**src/rtl/mult_pkg.sv**
```systemverilog
// Shared definitions for the 4x4 multiplier datapath and its product accumulator.
package mult_pkg;

  localparam int PROD_W = 8;

  typedef enum logic {
    ACCUM = 1'b0,
    HOLD  = 1'b1
  } acc_state_e;

endpackage

```
**src/rtl/product_accumulator.sv**
```systemverilog
// Sums each group of N consecutive unsigned products and presents the group
// sum with a sticky carry-out flag on a valid/ready output.
module product_accumulator #(
  parameter int PROD_W = mult_pkg::PROD_W,
  parameter int ACC_W  = 16,
  parameter int N      = 4
) (
  input  logic              clk,
  input  logic              rst,
  input  logic              clr,
  input  logic              in_valid,
  output logic              in_ready,
  input  logic [PROD_W-1:0] in_prod,
  output logic              out_valid,
  input  logic              out_ready,
  output logic [ACC_W-1:0]  out_sum,
  output logic              out_ovf
);

  import mult_pkg::*;

  localparam int CNT_W = (N > 1) ? $clog2(N) : 1;
  localparam logic [CNT_W-1:0] CNT_LAST = CNT_W'(N - 1);
  localparam logic [CNT_W-1:0] CNT_ONE  = CNT_W'(1);

  acc_state_e       state_r;
  logic [ACC_W-1:0] acc_r;
  logic [CNT_W-1:0] count_r;
  logic             ovf_r;

  logic [ACC_W:0]   sum_s;
  logic             accept_s;
  logic             last_s;

  // One extra bit on the adder captures the carry out of the ACC_W-bit sum.
  assign sum_s = {1'b0, acc_r} + {{(ACC_W + 1 - PROD_W){1'b0}}, in_prod};

  assign accept_s = in_valid && in_ready;
  assign last_s   = (count_r == CNT_LAST);

  // Input readiness depends only on reset, clear and state, never on in_valid.
  always_comb begin
    in_ready = 1'b0;
    if (rst && !clr && (state_r == ACCUM)) begin
      in_ready = 1'b1;
    end else begin
      in_ready = 1'b0;
    end
  end

  // Accumulate / hold FSM with registered group outputs.
  always_ff @(posedge clk or negedge rst) begin
    if (!rst) begin
      state_r   <= ACCUM;
      acc_r     <= {ACC_W{1'b0}};
      count_r   <= {CNT_W{1'b0}};
      ovf_r     <= 1'b0;
      out_valid <= 1'b0;
      out_sum   <= {ACC_W{1'b0}};
      out_ovf   <= 1'b0;
    end else if (clr) begin
      state_r   <= ACCUM;
      acc_r     <= {ACC_W{1'b0}};
      count_r   <= {CNT_W{1'b0}};
      ovf_r     <= 1'b0;
      out_valid <= 1'b0;
      out_sum   <= {ACC_W{1'b0}};
      out_ovf   <= 1'b0;
    end else begin
      case (state_r)
        ACCUM: begin
          if (accept_s) begin
            acc_r <= sum_s[ACC_W-1:0];
            ovf_r <= ovf_r | sum_s[ACC_W];
            if (last_s) begin
              count_r   <= {CNT_W{1'b0}};
              out_sum   <= sum_s[ACC_W-1:0];
              out_ovf   <= ovf_r | sum_s[ACC_W];
              out_valid <= 1'b1;
              state_r   <= HOLD;
            end else begin
              count_r <= count_r + CNT_ONE;
            end
          end
        end
        HOLD: begin
          // Group sum stays on out_* after release until the next group completes.
          if (out_ready) begin
            out_valid <= 1'b0;
            acc_r     <= {ACC_W{1'b0}};
            count_r   <= {CNT_W{1'b0}};
            ovf_r     <= 1'b0;
            state_r   <= ACCUM;
          end
        end
        default: begin
          state_r <= ACCUM;
        end
      endcase
    end
  end

endmodule

```
**config.mk**
```make
export PLATFORM = sky130hd
export DESIGN_NAME = product_accumulator
export DESIGN_NICKNAME = d
export VERILOG_FILES = /design/src/rtl/mult_pkg.sv /design/src/rtl/product_accumulator.sv
export SDC_FILE = /design/constraint.sdc
export NUM_CORES = 1
export LEC_CHECK = 0
export CAP_MARGIN = 15
export CORE_MARGIN = 3
export CORE_UTILIZATION = 55
export CTS_BUF_LIST = sky130_fd_sc_hd__clkbuf_8
export DETAILED_ROUTE_END_ITERATION = 10
export PLACE_DENSITY = 0.8
export SKIP_LAST_GASP = 1
export SYNTH_ARGS = -nofsm -noshare
export SYNTH_HDL_FRONTEND = slang
export SYNTH_SLANG_ARGS = --single-unit
```
**constraint.sdc**
```tcl
create_clock -name clk -period 3.29 [get_ports clk]
set_input_delay 0.329 -clock clk [delete_from_list [all_inputs] [get_ports clk]]
set_output_delay 0.329 -clock clk [all_outputs]
set_load 0.03 [all_outputs]
```
After elaboration in Yosys (flattened, before gate mapping)
Index checks and enable logic that the tools add are counted.
{ "word_totals": {"register_bits": 38, "input_bits": 13, "out_inout_bits": 19} }
{ "classes": {"addsub": 2, "eq_ne": 5, "n_mux": 31, "n_bitwise": 2, "n_reduce_logical": 9} }
{ "ops": {"columns": ["operator", "n"], "rows": [
  ["two-way mux 16 bit", 7],
  ["one-hot mux 16 bit (2 select lines)", 1],
  ["adder 16 x 8 -> 17 bit", 1],
  ["two-way mux 1 bit", 15],
  ["inequality test 3 bit (second input constant)", 3],
  ["two-way mux 2 bit", 4],
  ["one-hot mux 1 bit (2 select lines)", 3],
  ["AND reduction 3 bit", 2],
  ["one-hot mux 2 bit (2 select lines)", 1],
  ["nonzero test 2 bit", 2],
  ["logical AND 1 bit", 3],
  ["adder 2 x 1 -> 2 bit (second input constant)", 1],
  ["== test 2 bit (second input constant)", 1],
  ["inequality test 2 bit (second input constant)", 1],
  ["AND reduction 2 bit", 1],
  ["logical NOT 1 bit", 1],
  ["inverter 1 bit", 1],
  ["bitwise OR 1 bit", 1]
]} }

Depth between registers and ports, before layout
{ "logic_depth": {"word_depth": 8, "ltp_mapped": 9} }

Worst setup path after synthesis
Ideal clock, no wire load.
{ "synth_path": {"kind": "flip-flop to flip-flop", "from": "reg acc_r[0]", "to": "reg acc_r[14]", "t_arrival_ns": 2.036, "slack_ns": 1.185, "stages_incl_launch_ff": 10, "path_buffers": 1, "period_less_slack_ns": 2.105, "path_cell_list": "dfrtp_1 ha_1 inv_1 fa_1 nand2b_1 a21oi_2 o31ai_2 buf_6 or4_1 nand3_1"} }
{ "synth_via": {"elab_chain_len": 4} }
{ "synth_rtl": {"columns": ["element", "line_no", "source"], "rows": [
  ["start: declaration", "product_accumulator.sv:27", "logic [ACC_W-1:0] acc_r;"],
  ["start signal: assignment", "product_accumulator.sv:55", "acc_r <= {ACC_W{1'b0}};"],
  ["start signal: assignment", "product_accumulator.sv:63", "acc_r <= {ACC_W{1'b0}};"],
  ["start signal: assignment", "product_accumulator.sv:73", "acc_r <= sum_s[ACC_W-1:0];"],
  ["adder 16 x 8 -> 17 bit", "product_accumulator.sv:36", "assign sum_s = {1'b0, acc_r} + {{(ACC_W + 1 - PROD_W){1'b0}}, in_prod};"],
  ["two-way mux 16 bit", "product_accumulator.sv:72", "if (accept_s) begin"],
  ["one-hot mux 16 bit (2 select lines)", "product_accumulator.sv:70", "case (state_r)"],
  ["two-way mux 16 bit", "product_accumulator.sv:61", "end else if (clr) begin"]
]} }
No other way between the ends. The select of a mux whose other input is x is not followed.
A chain may end at the register's enable or synchronous reset.

Worst setup path in the final report
{ "layout_path": {"from": "in rst", "to": "out in_ready"} }
{ "layout_via": {"elab_chain_len": 3} }
{ "layout_rtl": {"columns": ["element", "line_no", "source"], "rows": [
  ["start: declaration", "product_accumulator.sv:9", "input logic rst,"],
  ["logical AND 1 bit (2 in a row)", "product_accumulator.sv:44", "if (rst && !clr && (state_r == ACCUM)) begin"],
  ["two-way mux 1 bit", "product_accumulator.sv:44", null],
  ["end: declaration", "product_accumulator.sv:12", "output logic in_ready,"]
]} }
No other way between the ends.

==> results.tsv <==
metric	value	unit
fin_nets	281	
place.port_buffers	31	
slew_violations	0	
synth_mux_area_frac	0	
synth_area_per_cell	9.583	sq um
drtPass1Iterations	4	
gp_congestion	0.8230	
cp_top_family	buffers and inverters	
seqCellArea	950.9	sq um
fp.dieW	68.75	um
leakage	1.138	nW
cts_buffers	5	
design_area	2599	sq um
cp_cell_sequence	dlygate4sd3_1 -> buf_2 -> buf_4 -> and2_1 -> clkdlybuf4s50_1	
ctsResizeCount	0	
synth_cells	226	
dpl.hpwl	3427	um
cp-startpoint	rst	
multi_input_area	1106	sq um
post-route-period-util	0.7742	
p_per_area	375.0	nW/um^2
synthesis.nets	249	
synth.cell_area	2166	sq um
reg2reg_from	acc_r[0]$_DFFE_PN0P_	
arrival	2.22	ns
ys_types	48	
wl_per_cell	15.95	um
fin_ws	0.7427	ns
drv_cap	0	
synthSimpleGateAreaFrac	0.2057	
drtAntennaViolNets	0	
antenna_found_initial	0	
hold_path_class	input port to async pin	
period_minus_slack	2.547	ns
postPlaceCellArea	2497	sq um
routed_wl	4897	um
cts_num_sinks	38	
rsz0062_at_grt	no	
synth-edff-count	0	
fmax	0.3926	GHz
tns	0	ns
crit_path_max_incr_delay	0.66	ns
ys_seq_elements	38	
drc	0	
synthAdderAreaFrac	0.06124	
finClkSkew	0.01286	ns
cp-end-kind	output pin	
filler_cell_count	302	
initial_utilization	0.5828	
grt_max_degree	30	
drive_above_1_share	0.08880	
async_reset_ff_frac	1.000	
clkTransAtPathRegs	0.08	ns
path_class	input port to output pin	
area_growth	19.99	%
yosysWarnings	0	
cts_tree	yes	
critPathSlowestCell	clkdlybuf4s50_1	
via_per_inst	5.788	
status	finished, final reports clean	
ioPinCount	32	
insertion_delay	0.29	ns
cts_root_buf	clkbuf_8	
core-area	3716	sq um
grt_pass1_vias	1676	
die_height	68.75	um
ys.flop_type	dfrtp_1	
cp-start-kind	input port	
worstPathBufferInverterCount	4	
cp_max_fo	15	
vias	1777	
n_antenna_cell	0	
worst_pin_slew	0.7167	ns
seq_area_frac_synth	0.4391	
ir_worst_vdd	284.3	uV
synth_compound_area_frac	0.1993	
relSlewSlack	0.5193	
cts_max_path_buffers	2	
grt_pass1_wl	7928	um
grt_util_all_layers	0.2255	
hold_viol	0	
cts_max_level	2	
num_rows	22	
dpl_worst_slack	0.5419	ns
required	2.96	ns
setup_viol	0	
first_iter_violations	102	
synth_top_family_by_area	simple AND/OR/NAND/NOR gates	
grt-ovfl-total	0	
dieArea	4727	sq um
synth_xor_area_frac	0.04448	
==> through the flow <==
stage	total power [mW]	std cells	utilization	hold slack, ns
2_1_floorplan	0.5952	226	-	0.03341
3_3_place_gp	0.6464	298	0.6721	0.2459
3_5_place_dp	0.6487	298	0.6721	0.2495
4_1_cts	0.9766	307	0.6993	0.4612
5_1_grt	1.016	307	0.6993	0.5043
6_report	0.9746	307	0.6993	0.4652
==> what timing repair did <==
item / 4_1_cts / 5_1_grt
endpoints found under the setup margin: 0 / 0
setup buffers: 0 / 0
endpoints found under the hold margin: 10 / 0
hold buffers: 1 / 0
==> state kept, by name (all words and copies together), names as in the netlist <==
register / cells
state_r: 1
out_valid: 1
count_r: 2
out_ovf: 1
ovf_r: 1
acc_r: 16
out_sum: 16
==> power by group <==
part / switching [mW] / internal (mW)
clock: 0.166 / 0.166
sequential: 0.00913 / 0.478
combinational: 0.0901 / 0.0654
==> cell families after synthesis <==
logic type	Yosys count
AND/OR/NAND/NOR	79
XOR/XNOR	11
buffers and inverters	21
AO/OA/AOI/OAI	67
flip-flops	38
adder cells (fa/ha/maj)	10
==> layout by cell type, fill, tap and decap left out, types with 2 or more instances in the layout <==
cell type | netlist | layout
xor2_1 | 4 | 4
a21oi_2 | 3 | 3
o21ai_0 | 14 | 14
dfrtp_1 | 38 | 38
or3_1 | 2 | 2
clkbuf_8 | 0 | 6
ha_1 | 9 | 9
or4_1 | 3 | 3
buf_4 | 1 | 6
o21ai_1 | 10 | 10
a22o_1 | 4 | 4
xnor2_1 | 7 | 7
nor2_1 | 7 | 7
inv_1 | 7 | 8
a21oi_1 | 12 | 12
o22ai_1 | 2 | 2
nor4_1 | 2 | 2
nor3_1 | 5 | 5
clkdlybuf4s50_1 | 0 | 30
nand2b_1 | 3 | 3
o31ai_1 | 2 | 2
a21o_1 | 5 | 5
nand3b_1 | 13 | 13
o211ai_1 | 5 | 5
o21a_1 | 2 | 2
nand3_1 | 12 | 12
nor3b_1 | 3 | 3
nand2_1 | 21 | 21
==> Yosys cell counts (4+ instances only) <==
master	n	area, sq um
dfrtp_1	38	950.9
nand2_1	21	78.83
o21ai_0	14	70.07
nand3b_1	13	97.59
a21oi_1	12	60.06
nand3_1	12	60.06
o21ai_1	10	50.05
ha_1	9	112.6
inv_1	7	26.28
nor2_1	7	26.28
xnor2_1	7	61.31
a21o_1	5	37.54
clkbuf_1	5	18.77
nor3_1	5	25.02
o211ai_1	5	37.54
a22o_1	4	35.03
xor2_1	4	35.03
==> metal layers <==
metal | global-route usage | share of wire | wire, um
met5 | 0 | 0 | 0
met4 | 0.05596 | 0.010 | 51
met3 | 0.04052 | 0.036 | 174
met2 | 0.3719 | 0.48 | 2331
met1 | 0.3071 | 0.48 | 2339
==> layout make-up <==
| type | instances | share of cell area |
|---|---|---|
| sequential | 38 | 0.3659 |
| clock inverter | 2 | 0.003370 |
| tap | 48 | 0.02311 |
| inverter | 8 | 0.01156 |
| clock buffer | 6 | 0.03178 |
| timing repair buffer | 38 | 0.1387 |
| multi-input combinational | 167 | 0.4256 |
==> path summary, 6_finish.rpt <==
| kind | cells after the start | slack (ns) | end |
|---|---|---|---|
| max | 5 | 0.74 | in_ready |
| min | 2 | 0.47 | acc_r[8]$_DFFE_PN0P_ |
| max reg2reg | 8 | 0.93 | out_sum[14]$_DFFE_PN0P_ |
| min reg2reg | 2 | 0.50 | ovf_r$_DFFE_PN0P_ |
| max in group asynchronous | 3 | 2.24 | out_sum[2]$_DFFE_PN0P_ |
| min in group clk | 2 | 0.50 | ovf_r$_DFFE_PN0P_ |
No activity file was read; power rests on OpenSTA's default activity.
